### config.mk
export PLATFORM = sky130hd
export DESIGN_NAME = pipe_ctrl
export DESIGN_NICKNAME = d
export VERILOG_FILES = /design/src/rtl/pipe_ctrl.sv
export SDC_FILE = /design/constraint.sdc
export NUM_CORES = 1
export LEC_CHECK = 0
export CORE_ASPECT_RATIO = 1.25
export CORE_MARGIN = 2
export CORE_UTILIZATION = 44
export DETAILED_ROUTE_END_ITERATION = 10
export HOLD_SLACK_MARGIN = 0.02
export PLACE_DENSITY_LB_ADDON = 0.3
export SLEW_MARGIN = 15
export SYNTH_ARGS = -nofsm -noshare
export SYNTH_HDL_FRONTEND = slang
export SYNTH_SLANG_ARGS = --single-unit
### constraint.sdc
create_clock -name clk -period 4.3 [get_ports clk]
set_input_delay 0.645 -clock clk [delete_from_list [all_inputs] [get_ports clk]]
set_output_delay 0.645 -clock clk [all_outputs]
set_load 0.1 [all_outputs]
### src/rtl/pipe_ctrl.sv
// -----------------------------------------------------------------------------
// pipe_ctrl : pipeline sequencing controller for the 5-stage RV32I core
//             (if -> if_id -> id -> id_ex -> ex).
//
// Decides every cycle whether the front of the pipe advances, stalls or is
// flushed:
//   - load-use hazard : one-cycle stall of pc/if_id plus a bubble into id_ex
//   - jump/branch     : redirect pc and squash if_id and id_ex
//   - multi-cycle MDU : freeze pc, if_id and id_ex until mdu_done_i arrives,
//                       or until the wait counter reaches MDU_TIMEOUT
// A saturating counter records how many cycles had any hold asserted.
//
// Parameters
//   MDU_TIMEOUT : maximum cycles spent in WAIT before a forced abort
//   CNT_W       : width of the stall performance counter
//
// Ports
//   clk, rst            : core clock, synchronous active-low reset
//   id_rs1/rs2_addr_i   : source registers of the instruction in id
//                         (0 for unused operands)
//   ex_rd_addr_i        : destination of the instruction in ex
//   ex_load_i           : instruction in ex is a load
//   ex_reg_wen_i        : instruction in ex writes the register file
//   jump_en_i/addr_i    : taken branch/jal/jalr resolved in ex, and target
//   mdu_start_i         : ex issues a multi-cycle op this cycle
//   mdu_done_i          : MDU result valid this cycle
//   hold_*_o            : freeze pc / if_id / id_ex
//   flush_*_o           : load NOP into if_id / id_ex
//   jump_en_o/addr_o    : pc redirect
//   mdu_busy_o          : controller waiting on the MDU
//   mdu_err_o           : one-cycle pulse after a timeout abort
//   stall_cnt_o         : saturating count of cycles with any hold asserted
// -----------------------------------------------------------------------------
module pipe_ctrl #(
   parameter int MDU_TIMEOUT = 64,
   parameter int CNT_W       = 32
) (
   input  logic             clk,
   input  logic             rst,
   input  logic [4:0]       id_rs1_addr_i,
   input  logic [4:0]       id_rs2_addr_i,
   input  logic [4:0]       ex_rd_addr_i,
   input  logic             ex_load_i,
   input  logic             ex_reg_wen_i,
   input  logic             jump_en_i,
   input  logic [31:0]      jump_addr_i,
   input  logic             mdu_start_i,
   input  logic             mdu_done_i,
   output logic             hold_pc_o,
   output logic             hold_if_id_o,
   output logic             hold_id_ex_o,
   output logic             flush_if_id_o,
   output logic             flush_id_ex_o,
   output logic             jump_en_o,
   output logic [31:0]      jump_addr_o,
   output logic             mdu_busy_o,
   output logic             mdu_err_o,
   output logic [CNT_W-1:0] stall_cnt_o
);

   localparam int WCW = (MDU_TIMEOUT < 1) ? 1 : $clog2(MDU_TIMEOUT + 1);
   localparam logic [WCW-1:0]   TIMEOUT_V = WCW'(MDU_TIMEOUT);
   localparam logic [CNT_W-1:0] CNT_MAX   = '1;

   typedef enum logic {
      ST_RUN  = 1'b0,
      ST_WAIT = 1'b1
   } state_t;

   state_t           r_state;
   logic [WCW-1:0]   r_wcnt;
   logic [CNT_W-1:0] r_stall_cnt;
   logic             r_mdu_err;

   logic             w_luh;
   logic             w_mdu_multi;
   logic             w_timeout;
   logic             w_wait_exit;
   logic             w_hold_pc;
   logic             w_hold_if_id;
   logic             w_hold_id_ex;
   logic             w_flush_if_id;
   logic             w_flush_id_ex;
   logic             w_jump_en;
   logic [31:0]      w_jump_addr;
   logic             w_busy;
   logic             w_any_hold;

   // id drives x0 for unused operands, and x0 is never a real dependency,
   // so a plain address match is enough.
   assign w_luh = ex_load_i & ex_reg_wen_i & (ex_rd_addr_i != 5'd0) &
                  ((ex_rd_addr_i == id_rs1_addr_i) |
                   (ex_rd_addr_i == id_rs2_addr_i));

   // start with done in the same cycle is a single-cycle op: no wait needed
   assign w_mdu_multi = mdu_start_i & ~mdu_done_i;

   // done on the timeout cycle is a normal completion, not an abort
   assign w_timeout   = (r_wcnt == TIMEOUT_V) & ~mdu_done_i;
   assign w_wait_exit = mdu_done_i | (r_wcnt == TIMEOUT_V);

   always_comb begin
      w_hold_pc     = 1'b0;
      w_hold_if_id  = 1'b0;
      w_hold_id_ex  = 1'b0;
      w_flush_if_id = 1'b0;
      w_flush_id_ex = 1'b0;
      w_jump_en     = 1'b0;
      w_jump_addr   = 32'd0;
      w_busy        = 1'b0;
      case (r_state)
         ST_RUN: begin
            if (jump_en_i) begin
               // the dependent instruction is squashed, so luh is moot
               w_jump_en     = 1'b1;
               w_jump_addr   = jump_addr_i;
               w_flush_if_id = 1'b1;
               w_flush_id_ex = 1'b1;
            end else if (w_mdu_multi) begin
               w_hold_pc    = 1'b1;
               w_hold_if_id = 1'b1;
               w_hold_id_ex = 1'b1;
            end else if (w_luh) begin
               // the load leaves ex next cycle, so one bubble suffices
               w_hold_pc     = 1'b1;
               w_hold_if_id  = 1'b1;
               w_flush_id_ex = 1'b1;
            end
         end
         ST_WAIT: begin
            // redirects, new starts and hazards are all frozen behind the MDU
            if (!w_wait_exit) begin
               w_hold_pc    = 1'b1;
               w_hold_if_id = 1'b1;
               w_hold_id_ex = 1'b1;
               w_busy       = 1'b1;
            end
         end
         default: ;
      endcase
   end

   // Flush has priority over hold on the same register. The decode above
   // never produces both, but the pipeline registers see a clean encoding
   // regardless.
   assign hold_pc_o     = w_hold_pc;
   assign hold_if_id_o  = w_hold_if_id & ~w_flush_if_id;
   assign hold_id_ex_o  = w_hold_id_ex & ~w_flush_id_ex;
   assign flush_if_id_o = w_flush_if_id;
   assign flush_id_ex_o = w_flush_id_ex;
   assign jump_en_o     = w_jump_en;
   assign jump_addr_o   = w_jump_addr;
   assign mdu_busy_o    = w_busy;
   assign mdu_err_o     = r_mdu_err;
   assign stall_cnt_o   = r_stall_cnt;

   assign w_any_hold = hold_pc_o | hold_if_id_o | hold_id_ex_o;

   always_ff @(posedge clk) begin
      if (!rst) begin
         r_state     <= ST_RUN;
         r_wcnt      <= '0;
         r_stall_cnt <= '0;
         r_mdu_err   <= 1'b0;
      end else begin
         r_mdu_err <= 1'b0;

         if (w_any_hold && (r_stall_cnt != CNT_MAX))
            r_stall_cnt <= r_stall_cnt + CNT_W'(1);

         case (r_state)
            ST_RUN: begin
               // the start cycle itself counts as the first wait cycle
               if (!jump_en_i && w_mdu_multi) begin
                  r_state <= ST_WAIT;
                  r_wcnt  <= WCW'(1);
               end
            end
            ST_WAIT: begin
               if (w_wait_exit) begin
                  r_state   <= ST_RUN;
                  r_wcnt    <= '0;
                  r_mdu_err <= w_timeout;
               end else begin
                  r_wcnt <= r_wcnt + WCW'(1);
               end
            end
            default: begin
               r_state <= ST_RUN;
               r_wcnt  <= '0;
            end
         endcase
      end
   end

endmodule

==> flow_metrics.env, run 1 <==
export IMPL_drive_above_1_share_pct=13.4
export IMPL_drt_met1_wl_mm=2.89
export IMPL_p_per_area_nw_per_um2=265
export IMPL_dpl_hpwl_mm=5.60
export IMPL_grt_first_pass_wirelength_mm=12.3
export IMPL_routed_wl_mm=7.40
export IMPL_wl_per_cell_um=14.7
export IMPL_cp_start_kind="input port"
export IMPL_fin_crit_ns=3.06
export IMPL_synth_cell_types=48
export IMPL_syn_inst=326
export IMPL_antenna_found_initial=0
export IMPL_wl_met3_um=516
export IMPL_ys_seq_area_share_pct=31.3
export IMPL_max_slew_margin_rel_pct=31.2
export IMPL_fin_crit_sh_pct=71.1
export IMPL_cts_sinks=41
export IMPL_synth_area_um2=2620
export IMPL_cts_buffers=5
export IMPL_grt_max_degree=56
export IMPL_post_route_drc_count=0
export IMPL_worst_pin_slew_ns=1.03
export IMPL_hold_class="reg2reg"
export IMPL_initial_core_util_pct=45.4
export IMPL_required_ns=3.65
export IMPL_num_fill_cells=489
export IMPL_synth_edff_count=0
export IMPL_dr_wl_met2_mm=3.86
export IMPL_clockBufferDepth=2
export IMPL_slew_violations=0
export IMPL_ys_warn_count=0
export IMPL_synth_seq_cells=41
export IMPL_yosys_area_top_type_share_pct=31.3
export IMPL_synthArstFlopShare_pct=0
export IMPL_portBuffers=125
export IMPL_synth_area_top_cells="dfxtp_1, and2_1, a21oi_1"
export IMPL_dr_first_iter_drc_count=175
export IMPL_track_usage_pct=22.7
export IMPL_first_global_vias=2754
export IMPL_syn_to_final_growth_pct=48.1
export IMPL_post_place_ws_ns=1.23
export IMPL_cts_root_buffer="clkbuf_8"
export IMPL_cp_arrival_ns=2.41
export IMPL_cts_resized=0
export IMPL_finalCoreUtilization_pct=67.2
export IMPL_vias=2864
export IMPL_fmax_ghz=0.327
export IMPL_finClkSkew_ns=0.0167
export IMPL_setup_viol=0
export IMPL_power_leakage_uw=0.00136
export IMPL_post_synth_top_area_cell="dfxtp_1"
export IMPL_cts_htree_levels=2
export IMPL_die_height_um=90.3
export IMPL_gp_congestion=0.834
export IMPL_end_kind="primary output"
export IMPL_final_hold_violation_count=0
export IMPL_coreArea_um2=5780
export IMPL_drtAntennaViolNets=0
export IMPL_worst_slack_ns=1.24
export IMPL_drt_first_pass_iters=4
export IMPL_status="finished clean"
export IMPL_synth_nets=383
export IMPL_fin_area_um2=3880
export IMPL_hp_start="stall_cnt_o[26]$_SDFFE_PN0P_"
export IMPL_clk_latency_ns=0.31
export IMPL_rr_startpoint="stall_cnt_o[4]$_SDFFE_PN0P_"
export IMPL_cts_hold_buf=0
export IMPL_crit_start="ex_rd_addr_i[1]"
export IMPL_post_cts_buffers=0
export IMPL_gr_total_overflow=0
export IMPL_critical_path_max_fanout=3
export IMPL_clk_pin_slew_ns=0.09
export IMPL_setup_tns_ns=0
export IMPL_drv_cap=0
export IMPL_top_layer_used="met4"
export IMPL_placed_area_um2=3760
export IMPL_cts_tree="yes"
export IMPL_rsz0062_at_grt="no"
export IMPL_vias_per_cell=5.67
export IMPL_ioPinCount=126
export IMPL_crit_type="in2out"
export IMPL_holdWs_ns=0.490
export IMPL_nNetsFinal=495
export IMPL_antenna_cells=0
export IMPL_synth_main_ff_cell="dfxtp_1"
export IMPL_syn_area_per_cell_um2=8.04
export IMPL_num_rows=31
export IMPL_dieArea_um2=6590
export IMPL_ir_worst_vdd_v=0.000156
export IMPL_die_w_um=73.0
## where the power goes
| part | switching (µW) | internal [µW] | total [µW] |
|---|---|---|---|
| clock network | 144 | 189 | 333 |
| registers | 2.58 | 381 | 384 |
| logic | 218 | 96.2 | 314 |
| total | 364 | 666 | 1030 |
## final cells by class
cell class,instances,area [µm²],share of cell area [%]
Timing Repair Buffer,128,1200,30.9
Tap cell,66,82.6,2.13
Inverter,10,37.5,0.967
Clock buffer,6,82.6,2.13
Clock inverter,2,37.5,0.967
Multi-Input combinational cell,252,1620,41.7
Sequential cell,41,821,21.1
## per-stage QoR
stage                     cells  total power (µW)
after floorplan             326               613
after global placement      497               705
after detailed placement    497               707
after CTS                   505              1040
after global routing        505              1060
final                       505              1030
## cell usage in the layout (no fill, tap or decap), drive strengths merged, types with 3 or more instances in the layout
cell           count
nor2              13
nor2b              3
nor4               6
buf               42
a21oi             31
nand3             17
and2              35
nor3               5
or4               19
ha                 3
clkdlybuf4s50     86
xnor2             10
nand4              9
or3                3
and3               8
mux2i              6
inv               10
nand2             26
o31ai             19
dfxtp             41
nand2b             5
o21ai              7
nor3b              5
clkbuf             6
## per-layer routing
layer / global-route usage (%) / vias up
met5: 0 / -
met4: 6.48 / 0
met3: 7.70 / 12
met2: 40.5 / 90
met1: 24.6 / 1347
li1: - / 1415
## worst paths after layout
path / to / slack, ns / cells past startpoint
setup / recovery: hold_if_id_o / 1.24 / 7
hold / removal: stall_cnt_o[26]$_SDFFE_PN0P_ / 0.49 / 2
setup reg to reg: stall_cnt_o[31]$_SDFFE_PN0P_ / 1.81 / 6
hold reg to reg: stall_cnt_o[26]$_SDFFE_PN0P_ / 0.49 / 2
## flip-flops by register name, summed over array words and instances, names as in the netlist
name         cells
r_state          1
mdu_err_o        1
stall_cnt_o     32
r_wcnt           7
## logic make-up (layout without fill, tap and decap cells)
| group | after synthesis | in the layout | synth area share (%) |
|---|---|---|---|
| buffers and inverters | 33 | 146 | 6.92 |
| AND/OR/NAND/NOR | 164 | 164 | 36.9 |
| AO/OA/AOI/OAI | 69 | 69 | 17.8 |
| adder cells (fa/ha/maj) | 3 | 3 | 1.43 |
| XOR/XNOR | 10 | 10 | 3.34 |
| flip-flops | 41 | 41 | 31.3 |
| multiplexers | 6 | 6 | 2.29 |
## synth_stat cells (4+ instances only)
cell type  instances
dfxtp_1           41
o31ai_1           19
and2_1            35
buf_6              4
and3_1             7
nor2_1            13
nor3_1             4
xnor2_1           10
inv_1              8
nor4_1             5
buf_4              6
nand3_1           17
nand4_1            9
nor3b_1            5
or4_1             19
buf_2              4
a21oi_1           30
nand2_1           26
o21ai_1            4
clkbuf_1           8
nand2b_1           5
mux2i_1            6
## critical path: stages
cell and delay, ns:
clkdlybuf4s50_1 0.46, or4_1 0.55, o211ai_2 0.17, nor3_1 0.10, a21oi_4 0.21, inv_1 0.10, buf_12 0.17
No activity file was read; power rests on OpenSTA's default activity.
==> inputs of run 2 (changes only) <==
--- a/config.mk
+++ b/config.mk
@@ -7,7 +7,7 @@
 export LEC_CHECK = 0
 export CORE_ASPECT_RATIO = 1.25
 export CORE_MARGIN = 2
-export CORE_UTILIZATION = 44
+export CORE_UTILIZATION = 41
 export DETAILED_ROUTE_END_ITERATION = 10
 export HOLD_SLACK_MARGIN = 0.02
 export PLACE_DENSITY_LB_ADDON = 0.3
==> constraint.sdc (replaced) <==
create_clock -name clk -period 3 [get_ports clk]
set_input_delay 0.45 -clock clk [delete_from_list [all_inputs] [get_ports clk]]
set_output_delay 0.45 -clock clk [all_outputs]
set_load 0.1 [all_outputs]
==> flow_metrics.env, run 2 (synthesis results as in run 1) <==
export IMPL_status="finished clean"
export IMPL_fin_crit_ns=2.79
export IMPL_rsz0062_at_grt="no"
export IMPL_crit_type="in2out"
export IMPL_post_cts_buffers=0
export IMPL_end_kind="primary output"
export IMPL_syn_to_final_growth_pct=62.8
export IMPL_finClkSkew_ns=0.0131
export IMPL_dpl_hpwl_mm=6.42
export IMPL_max_slew_margin_rel_pct=68.8
export IMPL_crit_buf_inv=3
export IMPL_max_stage_delay_ns=0.57
export IMPL_portBuffers=125
export IMPL_initial_core_util_pct=42.5
export IMPL_slew_violations=0
export IMPL_p_per_area_nw_per_um2=339
export IMPL_antenna_found_initial=0
export IMPL_antenna_cells=0
export IMPL_cts_resized=0
export IMPL_r2r_end="stall_cnt_o[19]$_SDFFE_PN0P_"
export IMPL_clk_pin_slew_ns=0.07
export IMPL_cts_sinks=41
export IMPL_cts_root_buffer="clkbuf_8"
export IMPL_setup_viol=0
export IMPL_cp_arrival_ns=2.34
export IMPL_clk_latency_ns=0.30
export IMPL_final_common_cell="clkdlybuf4s50_1"
export IMPL_drt_first_pass_iters=4
export IMPL_post_route_drc_count=0
export IMPL_worstRegToRegCells=7
export IMPL_rr_startpoint="stall_cnt_o[3]$_SDFFE_PN0P_"
export IMPL_fin_crit_sh_pct=93.0
export IMPL_ioPinCount=126
export IMPL_largest_register_ff_count=32
export IMPL_worst_path_stages=7
export IMPL_vias=2925
export IMPL_grt_max_degree=56
export IMPL_crit_path_cell_trace="clkdlybuf4s50_1 > or4_1 > o211ai_2 > nor3_1 > a21oi_4 > clkinvlp_4 > buf_12"
export IMPL_cts_tree="yes"
export IMPL_vias_per_cell=5.56
export IMPL_critPathSlowestCell="or4_1"
export IMPL_gp_congestion=0.849
export IMPL_drive_above_1_share_pct=21.3
export IMPL_grt_first_pass_wirelength_mm=12.8
export IMPL_final_hold_violation_count=0
export IMPL_track_usage_pct=23.5
export IMPL_dieArea_um2=7050
export IMPL_critical_path_max_fanout=3
export IMPL_drtAntennaViolNets=0
export IMPL_coreArea_um2=6170
export IMPL_wl_per_cell_um=15.2
export IMPL_final_cell_mix="clkdlybuf4s50_1, dfxtp_1, buf_12"
export IMPL_worst_pin_slew_ns=0.468
export IMPL_drv_cap=0
export IMPL_cts_buffers=5
export IMPL_dr_first_iter_drc_count=236
export IMPL_cts_hold_buf=0
export IMPL_first_global_vias=2768
export IMPL_power_leakage_uw=0.00155
export IMPL_crit_family="buffers and inverters"
export IMPL_dp_cells=518
export IMPL_clockBufferDepth=2
export IMPL_routed_wl_mm=8.00
export IMPL_reg2reg_slack_ns=0.65
export IMPL_final_cells=526
export IMPL_nNetsFinal=497
export IMPL_required_ns=2.55
export IMPL_die_w_um=75.5
export IMPL_crit_start="ex_rd_addr_i[1]"
export IMPL_gr_total_overflow=0
export IMPL_setup_tns_ns=0
export IMPL_finalCoreUtilization_pct=69.2
export IMPL_num_rows=32
export IMPL_cp_start_kind="input port"
export IMPL_hold_class="reg2reg"
export IMPL_fmax_ghz=0.358
export IMPL_cts_htree_levels=2
export IMPL_crit_end="hold_if_id_o"
export IMPL_ir_worst_vdd_v=0.000187
export IMPL_die_height_um=93.4
[run 2: power breakdown]
group / internal, µW / switching, µW
Combinational: 211 / 332
Sequential: 546 / 3.71
Clock: 161 / 194
[run 2: worst min-delay path: stages, from the launching register on]
cell	delay, ns
dfxtp_1	0.34
nand2_1	0.06
mux2i_1	0.05
[run 2: worst min path at each step]
stage,from,end,depth (start not counted)
2_1_floorplan,r_wcnt[6]$_SDFFE_PN0P_,r_wcnt[6]$_SDFFE_PN0P_,1
6_report,stall_cnt_o[26]$_SDFFE_PN0P_,stall_cnt_o[26]$_SDFFE_PN0P_,2
5_1_grt,stall_cnt_o[10]$_SDFFE_PN0P_,stall_cnt_o[10]$_SDFFE_PN0P_,2
3_5_place_dp,r_wcnt[6]$_SDFFE_PN0P_,r_wcnt[6]$_SDFFE_PN0P_,1
4_1_cts,r_wcnt[6]$_SDFFE_PN0P_,r_wcnt[6]$_SDFFE_PN0P_,1
3_3_place_gp,stall_cnt_o[26]$_SDFFE_PN0P_,stall_cnt_o[26]$_SDFFE_PN0P_,2
[run 2: area by class of cell]
| type | count | area [µm²] |
|---|---|---|
| fill | 515 | 1900 |
| multi-input combinational | 252 | 1620 |
| timing repair buffer | 130 | 1600 |
| sequential | 41 | 821 |
| tap | 85 | 106 |
| clock buffer | 6 | 72.6 |
| inverter | 10 | 41.3 |
| clock inverter | 2 | 10.0 |
[run 2: metal layers]
metal  up-vias  wire, µm  GRT usage [%]
li1       1427         -              -
met4         0       159           7.60
met3        12       633           7.22
met5         -         0              0
met2       119      4420           42.5
met1      1367      2790           25.1
[run 2: stage by stage]
stage	worst slack [ns]	cell area, µm²	total power (µW)	hold slack [ns]
floorplan	0.0779	2630	880	0.451
global placement	0.203	4180	1100	0.474
detailed placement	0.118	4180	1110	0.478
CTS	0.212	4270	1460	0.496
global route	0.164	4270	1500	0.523
finish	0.210	4270	1450	0.496
